==> config.mk <==
export PLATFORM = sky130hd
export DESIGN_NAME = count_stream_monitor
export DESIGN_NICKNAME = d
export VERILOG_FILES = /design/src/rtl/count_mon_pkg.sv /design/src/rtl/count_step_classify.sv /design/src/rtl/count_stream_monitor.sv
export SDC_FILE = /design/constraint.sdc
export NUM_CORES = 1
export LEC_CHECK = 0
export CAP_MARGIN = 20
export CORE_ASPECT_RATIO = 1.2
export CORE_MARGIN = 5
export CORE_UTILIZATION = 45
export CTS_CLUSTER_DIAMETER = 80
export DETAILED_ROUTE_END_ITERATION = 10
export PLACE_DENSITY = 0.8
export SYNTH_ARGS = -nofsm -noshare
export SYNTH_HDL_FRONTEND = slang
export SYNTH_SLANG_ARGS = --single-unit
export TNS_END_PERCENT = 1
==> constraint.sdc <==
create_clock -name clk -period 3.9 [get_ports clk]
set_clock_uncertainty 0.2 [all_clocks]
set_input_delay 0.585 -clock clk [delete_from_list [all_inputs] [get_ports clk]]
set_output_delay 0.585 -clock clk [all_outputs]
set_load 0.01 [all_outputs]
==> src/rtl/count_mon_pkg.sv <==
// Shared types for the count stream monitor: FSM states, step classes and
// the width of the upstream count.
package count_mon_pkg;

    localparam int CNT_W = 2;

    typedef enum logic [1:0] {
        ACQ   = 2'd0,
        TRACK = 2'd1,
        LOCK  = 2'd2
    } mon_state_t;

    typedef enum logic [1:0] {
        STEP_ADV  = 2'd0,
        STEP_HOLD = 2'd1,
        STEP_ILL  = 2'd2
    } step_t;

endpackage

==> src/rtl/count_step_classify.sv <==
// Pure combinational classification of one count step (previous sample vs
// current sample) into advance/hold/illegal, plus a 3->0 wrap flag.
module count_step_classify
    import count_mon_pkg::*;
(
    input  logic [CNT_W-1:0] prev_q,
    input  logic [CNT_W-1:0] cnt_in,
    output step_t            step,
    output logic             wrap
);

    logic [CNT_W-1:0] prev_inc;

    always_comb begin
        prev_inc = prev_q + CNT_W'(1);
        step     = STEP_ILL;
        if (cnt_in == prev_inc) begin
            step = STEP_ADV;
        end else if (cnt_in == prev_q) begin
            step = STEP_HOLD;
        end
        // Wrap is a special case of ADV, flagged separately for the wrap counter.
        wrap = (prev_q == '1) && (cnt_in == '0);
    end

endmodule

==> src/rtl/count_stream_monitor.sv <==
// Monitors a free-running 2-bit count: tracks lock to the +1 sequence,
// counts wraps (3->0) and counts/flags illegal steps.
module count_stream_monitor
    import count_mon_pkg::*;
#(
    parameter int WRAP_W = 8,
    parameter int ERR_W  = 4,
    parameter int LOCK_N = 4
) (
    input  logic              clk,
    input  logic              rst,
    input  logic [CNT_W-1:0]  cnt_in,
    input  logic              clr,
    output logic [WRAP_W-1:0] wraps,
    output logic [ERR_W-1:0]  err_cnt,
    output logic              err,
    output logic              locked,
    output logic [1:0]        state
);

    // No valid/ready handshake: cnt_in is sampled unconditionally on every
    // rising edge, and every output is a register updated from that sample.

    mon_state_t        state_q, state_d;
    logic [CNT_W-1:0]  prev_q, prev_d;
    logic [3:0]        run_q, run_d, run_inc;
    logic [WRAP_W-1:0] wraps_q, wraps_d;
    logic [ERR_W-1:0]  err_cnt_q, err_cnt_d;
    logic              err_q, err_d;
    logic              err_evt, wrap_evt;

    step_t step;
    logic  wrap;

    count_step_classify u_classify (
        .prev_q (prev_q),
        .cnt_in (cnt_in),
        .step   (step),
        .wrap   (wrap)
    );

    always_comb begin
        state_d   = state_q;
        prev_d    = cnt_in;
        run_d     = run_q;
        wraps_d   = wraps_q;
        err_cnt_d = err_cnt_q;
        err_d     = err_q;
        err_evt   = 1'b0;
        wrap_evt  = 1'b0;
        run_inc   = run_q + 4'd1;

        case (state_q)
            ACQ: begin
                // First sample only seeds prev_q; nothing to compare against yet.
                state_d = TRACK;
                run_d   = '0;
            end
            TRACK: begin
                wrap_evt = wrap;
                case (step)
                    STEP_ADV: begin
                        run_d = run_inc;
                        if (run_inc == 4'(LOCK_N)) begin
                            state_d = LOCK;
                        end
                    end
                    STEP_ILL: begin
                        err_evt = 1'b1;
                        run_d   = '0;
                    end
                    default: ;
                endcase
            end
            LOCK: begin
                wrap_evt = wrap;
                if (step == STEP_ILL) begin
                    err_evt = 1'b1;
                    state_d = TRACK;
                    run_d   = '0;
                end
            end
            default: begin
                state_d = ACQ;
                run_d   = '0;
            end
        endcase

        if (wrap_evt) begin
            wraps_d = wraps_q + WRAP_W'(1);
        end
        if (err_evt) begin
            err_d = 1'b1;
            if (err_cnt_q != '1) begin
                err_cnt_d = err_cnt_q + ERR_W'(1);
            end
        end

        // Statistics clear wins over anything observed on the same edge.
        if (clr) begin
            state_d   = ACQ;
            prev_d    = '0;
            run_d     = '0;
            wraps_d   = '0;
            err_cnt_d = '0;
            err_d     = 1'b0;
        end
    end

    always_ff @(posedge clk) begin
        if (rst) begin
            state_q   <= ACQ;
            prev_q    <= '0;
            run_q     <= '0;
            wraps_q   <= '0;
            err_cnt_q <= '0;
            err_q     <= 1'b0;
        end else begin
            state_q   <= state_d;
            prev_q    <= prev_d;
            run_q     <= run_d;
            wraps_q   <= wraps_d;
            err_cnt_q <= err_cnt_d;
            err_q     <= err_d;
        end
    end

    assign wraps   = wraps_q;
    assign err_cnt = err_cnt_q;
    assign err     = err_q;
    assign locked  = (state_q == LOCK);
    assign state   = state_q;

endmodule
# [Word-level counts from Yosys, hierarchy flattened]
# Cells that the tools add are included.
# W data, S select, Z words.
[op_classes] addsub=4 eq_ne=12 muxes=12 reduce_logical=9
[op_table] cell="$pmux W4 S2" count=2
[op_table] cell="$mux W2" count=5
[op_table] cell="$add A4 B1 Y4 const B" count=2
[op_table] cell="$add A8 B1 Y8 const B" count=1
[op_table] cell="$eq A2 B2 Y1 const B" count=3
[op_table] cell="$logic_not A2 Y1" count=3
[op_table] cell="$pmux W2 S3" count=1
[op_table] cell="$eq A2 B2 Y1" count=2
[op_table] cell="$eq A4 B3 Y1 const B" count=1
[op_table] cell="$mux W4" count=1
[op_table] cell="$ne A2 B2 Y1 const B" count=2
[op_table] cell="$ne A4 B4 Y1 const B" count=1
[op_table] cell="$reduce_and A2 Y1" count=2
[op_table] cell="$reduce_or A2 Y1" count=2
[op_table] cell="$mux W1" count=3
[op_table] cell="$ne A3 B3 Y1 const B" count=1
[op_table] cell="$reduce_and A3 Y1" count=1
[op_table] cell="$add A2 B1 Y2 const B" count=1
[op_table] cell="$eq A2 B1 Y1 const B" count=1
[op_table] cell="$ne A2 B1 Y1 const B" count=1
[op_table] cell="$logic_and A1 B1 Y1" count=1
[word_totals] regBits=21 input_bits=5 output_inout_bits=16 wordCells=43

# [Logic depth before layout (Yosys ltp)]
# Gate-level depths: netlist (run 1).
[logic_depth] word_depth=7 ltp_mapped=7

# [Hierarchy]
# From an unflattened synthesis (run 1), not the netlist that was laid out.
[unflattened] cells_unflattened=123 area_unflattened_um2=1079.8
[modules_own_cells] module="count_stream_monitor" instances=1 cells_each=116 area_per_inst_um2=1019.7 seq_area_each_um2=420.4
[modules_own_cells] module="count_step_classify" instances=1 cells_each=7 area_per_inst_um2=60.1 seq_area_each_um2=0.0

# [Worst setup path after synthesis (run 1)]
# No wires, ideal clock.
[synth_path] path_kind="reg2reg" startpoint="register state_q[0], in the netlist state[0]" endpoint="register wraps_q[7], in the netlist wraps[7]" arrival_time_ns=1.734 required_time_ns=3.629 path_slack_ns=1.895 stages_incl_launch_ff=8 period_less_slack_ns=2.005 cell_sequence="dfxtp_1 -> inv_1 -> ha_1 -> nor4bb_1 -> buf_4 -> nand4_4 -> or3_1 -> a21oi_1"
[synth_between] elab_chain_len=3
[synth_lines] element="start: declaration" line="count_stream_monitor.sv:24" source="mon_state_t state_q, state_d;"
[synth_lines] element="start signal: assignment" line="count_stream_monitor.sv:119" source="state_q <= state_d;"
[synth_lines] element="$eq A2 B2 Y1 / $eq A2 B1 Y1 (equally long branches)" line="count_stream_monitor.sv:53" source="case (state_q)"
[synth_lines] element="$reduce_or A2 Y1 (no source line) (*)"
[synth_lines] element="$mux W1 (*)" line="count_stream_monitor.sv:53"
[synth_lines] element="end signal: assignment" line="count_stream_monitor.sv:122" source="wraps_q <= wraps_d;"
[synth_lines] element="end: declaration" line="count_stream_monitor.sv:27" source="logic [WRAP_W-1:0] wraps_q, wraps_d;"
# Every way passes the cells marked *; elsewhere a longest branch is shown, timed or not.
# A chain may end at the register's enable or synchronous reset.

# [Final worst setup path (run 1)]
[layout_path] startpoint="register state_q[0], in the netlist state[0]" endpoint="output locked"
[layout_between] elab_chain_len=1
[layout_lines] element="$eq A2 B2 Y1" line="count_stream_monitor.sv:131" source="assign locked = (state_q == LOCK);"
[layout_lines] element="end: declaration" line="count_stream_monitor.sv:17" source="output logic locked,"
# No other way between the ends.

==> results of run 1 <==
[placed cells by master, fill, tap and decap left out, types with 4 or more instances in the layout]
master,synthesis,final
ha_1,9,9
dfxtp_1,21,21
nor2b_1,4,4
clkdlybuf4s50_1,0,20
nand3_1,4,4
nor2_1,14,14
a21oi_1,6,6
xnor2_1,4,4
xor2_1,6,6
nand2_1,9,9
[sequential cells by signal (all words and copies together) (netlist names)]
name / flops
state: 2
prev_q: 2
run_q: 4
err: 1
err_cnt: 4
wraps: 8
[final cells by class]
| cell class | instances | area (um^2) |
|---|---|---|
| clock buffer | 4 | 26.3 |
| tap | 31 | 38.8 |
| timing repair buffer | 21 | 208 |
| multi-input combinational | 92 | 659 |
| sequential | 21 | 420 |
| fill | 240 | 966 |
| inverter | 3 | 11.3 |
[worst max-delay path: cells and delay by family (launching register included)]
kind / cells / cell delay [ns]
adders and majority gates: 1 / 0.34
DFF: 1 / 0.36
buffers and inverters: 2 / 0.71
[worst min-delay path by stage]
stage                           from                    end  slack (ns)  depth (start not counted)
2_1_floorplan  run_q[3]$_SDFFE_PP0P_  run_q[3]$_SDFFE_PP0P_        0.26                          1
3_3_place_gp   wraps[7]$_SDFFE_PP0P_  wraps[7]$_SDFFE_PP0P_        0.27                          2
3_5_place_dp        err$_SDFFE_PP0P_       err$_SDFFE_PP0P_        0.28                          2
4_1_cts             err$_SDFFE_PP0P_       err$_SDFFE_PP0P_        0.31                          2
5_1_grt        run_q[3]$_SDFFE_PP0P_  run_q[3]$_SDFFE_PP0P_        0.35                          1
6_report            err$_SDFFE_PP0P_       err$_SDFFE_PP0P_        0.30                          2
[per-layer routing]
layer / global-route usage / wire (um)
met5: 0 / 0
met4: 0.0973 / 74
met3: 0.0209 / 103
met2: 0.232 / 1140
met1: 0.152 / 869
[through the flow]
step	utilization	power, mW
after floorplan	-	0.246
after global placement	0.574	0.258
after detailed placement	0.574	0.259
after CTS	0.585	0.367
after global routing	0.585	0.379
final	0.585	0.358
[report_power, final]
part | internal, mW | switching (mW)
Combinational | 0.0158 | 0.0193
Sequential | 0.217 | 0.00217
Clock | 0.0399 | 0.0638
Total | 0.272 | 0.0853
[kinds of logic after synthesis]
family,count (synthesis)
fa+ha+maj,9
xor+xnor,10
buf+inv,5
mux,4
flops,21
simple gates,50
compound gates,19
==> impl_results.md, run 1 <==
* Flop2flop setup slack at 1.73 ns
* Hold buffers post-CTS at 0
* Post-Syn Area per Cell at around 9.3 um^2
* Maximum level of the CTS H-tree at 1
* Reg2reg end: wraps[7]$_SDFFE_PP0P_
* Cells after synthesis at approximately 120
* Synth Area in Adders at 0.102
* Total core area at ~2300 um^2
* Compound-Gate Fraction of Synth Area at 0.117
* Synth top area share at 0.381
* Crit path max-delay cell type: clkdlybuf4s50_1
* Area delta synth->final at 23.7%
* Synth unique cells at 33
* Final Hold Viols at 0
* DP Cell Count at approximately 170
* Critical Path End Type: primary output
* Worst hold path type: reg2reg
* Drt wl/cell at 12.7 um
* Total Nets Final at 156
* DR pass1 iterations at 4
* Clock Latency Late Sink at ~0.30 ns
* Number of CTS-inserted buffers at 3
* Num ports at 21
* Largest net degree at the start of global routing at 14
* Max Clk Rate at 400 MHz
* Synth Area in Simple Gates at 0.262
* Clk buf depth at 2
* PnR worst setup slack at between 1 and 1.5 ns
* Unrepaired setup endpoints after global routing: false
* GRT overflow at 0
* Setup_tns at 0 ns
* Routed Antenna Nets at 0
* Dominant cells by area after synthesis: dfxtp_1 38%, ha_1 10%, nor2_1 4.8%
* Max-Cap Viols at 0
* Synth Area in XOR/XNOR at 0.0795
* Placement Setup Slack at ~1.3 ns
* CTS tree: built
* Startpoint Class: flip-flop
* Number of antenna violations at the first check in global routing at 0
* Row count at 19
* P per Cell Area at 262 nW/um^2
* Post-synth top flop: dfxtp_1
* Worst EP required at around 3.1 ns
* Register area share after synthesis at 0.381
* Synth Warn # at 0
* CTS clock-pin slew for the worst setup and hold paths at between 0.1 and 0.15 ns
* Die ar. at ~3500 um^2
* Critical R2R Launch: state[0]$_SDFFE_PP0P_
* Finished Layout Cells at around 170
* Async set-reset flop share out of synthesis at 0
* Arrival time worst endpoint at about 1.7 ns
* Die H at approximately 64 um
* Final setup fails at 0
* Initial Util at 0.473
* Total GRT Usage at 0.139
* CP Class: reg2out
* Wirelength, routed at 2190 um
* Post-synth EDFFs at 0
* Post-synthesis mux area share at 0.0375
* Share of cells above drive strength 1 at 0.0851
* Final hold slack at about 0.30 ns
* Dpl hpwl at 1770 um
* Post-CTS setup buffers at 0
* Post-Synthesis Cell Area at ~1100 um^2
* Worst setup endpoint: locked
* Post-synth top area cell: dfxtp_1
* Largest stage delay, worst path at 0.60 ns
* I/O Buffers at 20
* Worst vdd ir at between 0.00015 and 0.0002 V
* GPL Wtd Cong at ~0.82
* Iter 0 DRT Violations at 21
* Cell area after layout at between 1000 and 1500 um^2
* Total number of vias at 920
* Final period util at 0.641
* Final slew viol count at 0
* Largest family of logic cells by synthesized area: simple AND/OR/NAND/NOR gates
* CTS resizes at 0
* Critical path peak fanout at 6
* Lkg Pwr at around 0.54 nW
* Syn nets at 132
* CP Cell Sequence: inv_1 -> ha_1 -> clkdlybuf4s50_1
* Number of global-route vias before repair at 883
* Count leader, synth: dfxtp_1
* Minimum clock period at ~2.5 ns
* Rel. slew slack at 0.688
* Least-Margin Pin Slew at between 0.4 and 0.5 ns
* Commonest cells in the netlist: 21 x dfxtp_1, 14 x nor2_1, 9 x ha_1, 9 x nand2_1
* First-pass GRT wire length at 3630 um
* CP startpoint: state[0]$_SDFFE_PP0P_
* Cells on worst reg2reg path at 7
* Diode count at 0
* # clock sinks at 21
* Register bit total from synthesis at 21
* Die Span X at about 55 um
* Vias per cell at 5.35
* Outcome: finished, final reports clean
* Root Buffer: clkbuf_4
* Residual DRC count at 0
* Dpl cell area at about 1300 um^2
Note: power is estimated with default switching activity, not from simulation.
==> inputs of run 2 (changes only) <==
PLACE_DENSITY = 0.82   (was 0.8)
clock period = 2 ns   (was 3.9 ns; I/O delays follow)
==> run 2 against run 1 <==
Wire length rose by 4.8%. Critical path depth rose by 3. Setup slack got worse by 1.4 ns. Sequential power rose by 95%. Flip-flop and latch count did not move. Critical path type is now in2reg. Combinational power rose to 2.5 times the previous value.
==> impl_results.md, run 2 (synthesis gave the netlist of run 1 again) <==
* Final Hold Viols at 0 (unchanged)
* Maximum level of the CTS H-tree at 1 (unchanged)
* Clock network power share at 0.279 (was 0.290)
* Cells on worst reg2reg path at 6 (was 7)
* Row count at 19 (unchanged)
* Clock Latency Late Sink at 0.29 ns (was 0.30 ns)
* Drt wl/cell at 12.6 um (was 12.7 um)
* Power Total at 0.715 mW (was 0.358 mW)
* Flop pwr share at 0.597 (was 0.612)
* Clk buf depth at 2 (unchanged)
* Max-Cap Viols at 0 (unchanged)
* Initial Util at 0.473 (unchanged)
* Number of CTS-inserted buffers at 3 (unchanged)
* Final period util at 0.997
* Diode count at 0 (unchanged)
* Share of cells above drive strength 1 at 0.199 (was 0.0851)
* Critical Path End Type: flip-flop (was primary output)
* Hold buffers post-CTS at 0 (unchanged)
* Iter 0 DRT Violations at 21 (unchanged)
* Worst hold path type: reg2reg (unchanged)
* Critical path peak fanout at 7 (was 6)
* Die Span X at 55.2 um (unchanged)
* Total core area at 2330 um^2 (unchanged)
* Cell area after layout at 1480 um^2 (was 1360 um^2)
* Die ar. at 3540 um^2 (unchanged)
* DR pass1 iterations at 4 (unchanged)
* CP startpoint: cnt_in[1] (was state[0]$_SDFFE_PP0P_)
* Largest net degree at the start of global routing at 14 (unchanged)
* Critical R2R Launch: prev_q[0]$_SDFF_PP0_ (was state[0]$_SDFFE_PP0P_)
* GRT overflow at 0 (unchanged)
* Wirelength, routed at 2300 um (was 2190 um)
* Vias per cell at 5.19 (was 5.35)
* Num ports at 21 (unchanged)
* Number of antenna violations at the first check in global routing at 0 (unchanged)
* Dpl cell area at 1410 um^2 (was 1340 um^2)
* Max reg flops at 8 (unchanged)
* Reg2reg end: run_q[0]$_SDFFE_PP0P_ (was wraps[7]$_SDFFE_PP0P_)
* Lkg Pwr at 0.601 nW (was 0.540 nW)
* Number of global-route vias before repair at 908 (was 883)
* Startpoint Class: input pin (was flip-flop)
* Rel. slew slack at 0.768 (was 0.688)
* Sw Ratio at 0.240 (was 0.238)
* Routed Antenna Nets at 0 (unchanged)
* Total number of vias at 944 (was 920)
* Combinational Power Share at 0.124 (was 0.098)
* Minimum clock period at 1.99 ns
* Root Buffer: clkbuf_4 (unchanged)
* Die H at 64.2 um (unchanged)
* Area delta synth->final at 34.6% (was 23.7%)
* Cell Int Power at 0.543 mW (was 0.272 mW)
* Most frequent cells in the layout: 19 x clkdlybuf4s50_1, 18 x dfxtp_1, 13 x nor2_1 (was 21 x dfxtp_1, 20 x clkdlybuf4s50_1, 14 x nor2_1)
* Dpl hpwl at 1740 um (was 1770 um)
* Outcome: finished, final reports clean (unchanged)
* I/O Buffers at 20 (unchanged)
* Worst setup endpoint: run_q[0]$_SDFFE_PP0P_ (was locked)
* Commonest non-fill, non-tap cell in the layout: clkdlybuf4s50_1 (was dfxtp_1)
* Final slew viol count at 0 (unchanged)
* P_sw at 0.172 mW (was 0.0853 mW)
* Total Nets Final at 166 (was 156)
* CTS tree: built (unchanged)
* Worst EP required at 2.05 ns (was 3.12 ns)
* First-pass GRT wire length at 3730 um (was 3630 um)
* Final setup fails at 0 (unchanged)
* Unrepaired setup endpoints after global routing: true (was false)
* Worst vdd ir at 0.000390 V (was 0.000158 V)
* P per Cell Area at 482 nW/um^2 (was 262 nW/um^2)
* Total GRT Usage at 0.139 (about the same)
* CTS clock-pin slew for the worst setup and hold paths at 0.11 ns (about the same)
* Residual DRC count at 0 (unchanged)
* Arrival time worst endpoint at 2.04 ns (was 1.72 ns)
* Max Clk Rate at between 500 and 600 MHz
* Final hold slack at 0.294 ns (was 0.301 ns)
* GPL Wtd Cong at 0.836 (was 0.823)
* DP Cell Count at 177 (was 168)
* CP Class: in2reg (was reg2out)
* Flop2flop setup slack at 0.04 ns (was 1.73 ns)
* Finished Layout Cells at 182 (was 172)
* Least-Margin Pin Slew at 0.345 ns (was 0.466 ns)
* # clock sinks at 21 (unchanged)
-- run 2: power by group through the flow --
stage,Clock [mW],Sequential (mW),Combinational [mW]
final,0.199,0.427,0.0890
after CTS,0.209,0.426,0.0801
after global routing,0.232,0.428,0.0978
after detailed placement,0,0.435,0.0795
after floorplan,0,0.437,0.0438
after global placement,0,0.435,0.0763
-- run 2: metrics by stage --
stage | worst slack, ns | setup TNS [ns] | util
3_5_place_dp | -0.234 | -1.74 | 0.604
6_report | 0.00625 | 0 | 0.637
2_1_floorplan | 0.000967 | 0 | -
5_1_grt | -0.0823 | -0.337 | 0.637
3_3_place_gp | -0.154 | -1.16 | 0.604
4_1_cts | 0.0194 | 0 | 0.614
-- run 2: critical path: stages --
cell and delay (ns):
clkdlybuf4s50_1 0.61, and2b_1 0.23, o21ai_2 0.21, nand3_2 0.15
nor4_4 0.33, mux2_2 0.21
-- run 2: layout make-up --
class / instances / area, um^2
well taps: 31 / 38.8
flip-flops and latches: 21 / 424
multi-input cells: 92 / 702
inverters: 3 / 11.3
repair buffers: 31 / 282
clock buffers: 4 / 26.3
fillers: 216 / 846
-- run 2: what timing repair did --
item | in CTS | in global routing
pin swaps | 0 | 2
gates resized for setup | 1 | 8
endpoints found under the setup margin | 1 | 7
buffers inserted | 0 | 1
-- run 2: layer usage --
metal	vias up	share of wire	global-route usage
li1	486	-	-
met1	437	0.42	0.163
met2	19	0.53	0.234
met3	2	0.040	0.0209
met4	0	0.0091	0.0729
met5	-	0	0
-- run 2: how the worst min path moves through the flow --
stage | from | end | slack [ns] | cells after the start
after floorplan | cnt_in[0] | prev_q[0]$_SDFF_PP0_ | 0.22 | 1
after global placement | err$_SDFFE_PP0P_ | err$_SDFFE_PP0P_ | 0.25 | 2
after detailed placement | err$_SDFFE_PP0P_ | err$_SDFFE_PP0P_ | 0.27 | 2
after CTS | err$_SDFFE_PP0P_ | err$_SDFFE_PP0P_ | 0.30 | 2
after global routing | wraps[7]$_SDFFE_PP0P_ | wraps[7]$_SDFFE_PP0P_ | 0.34 | 2
final | err$_SDFFE_PP0P_ | err$_SDFFE_PP0P_ | 0.29 | 2
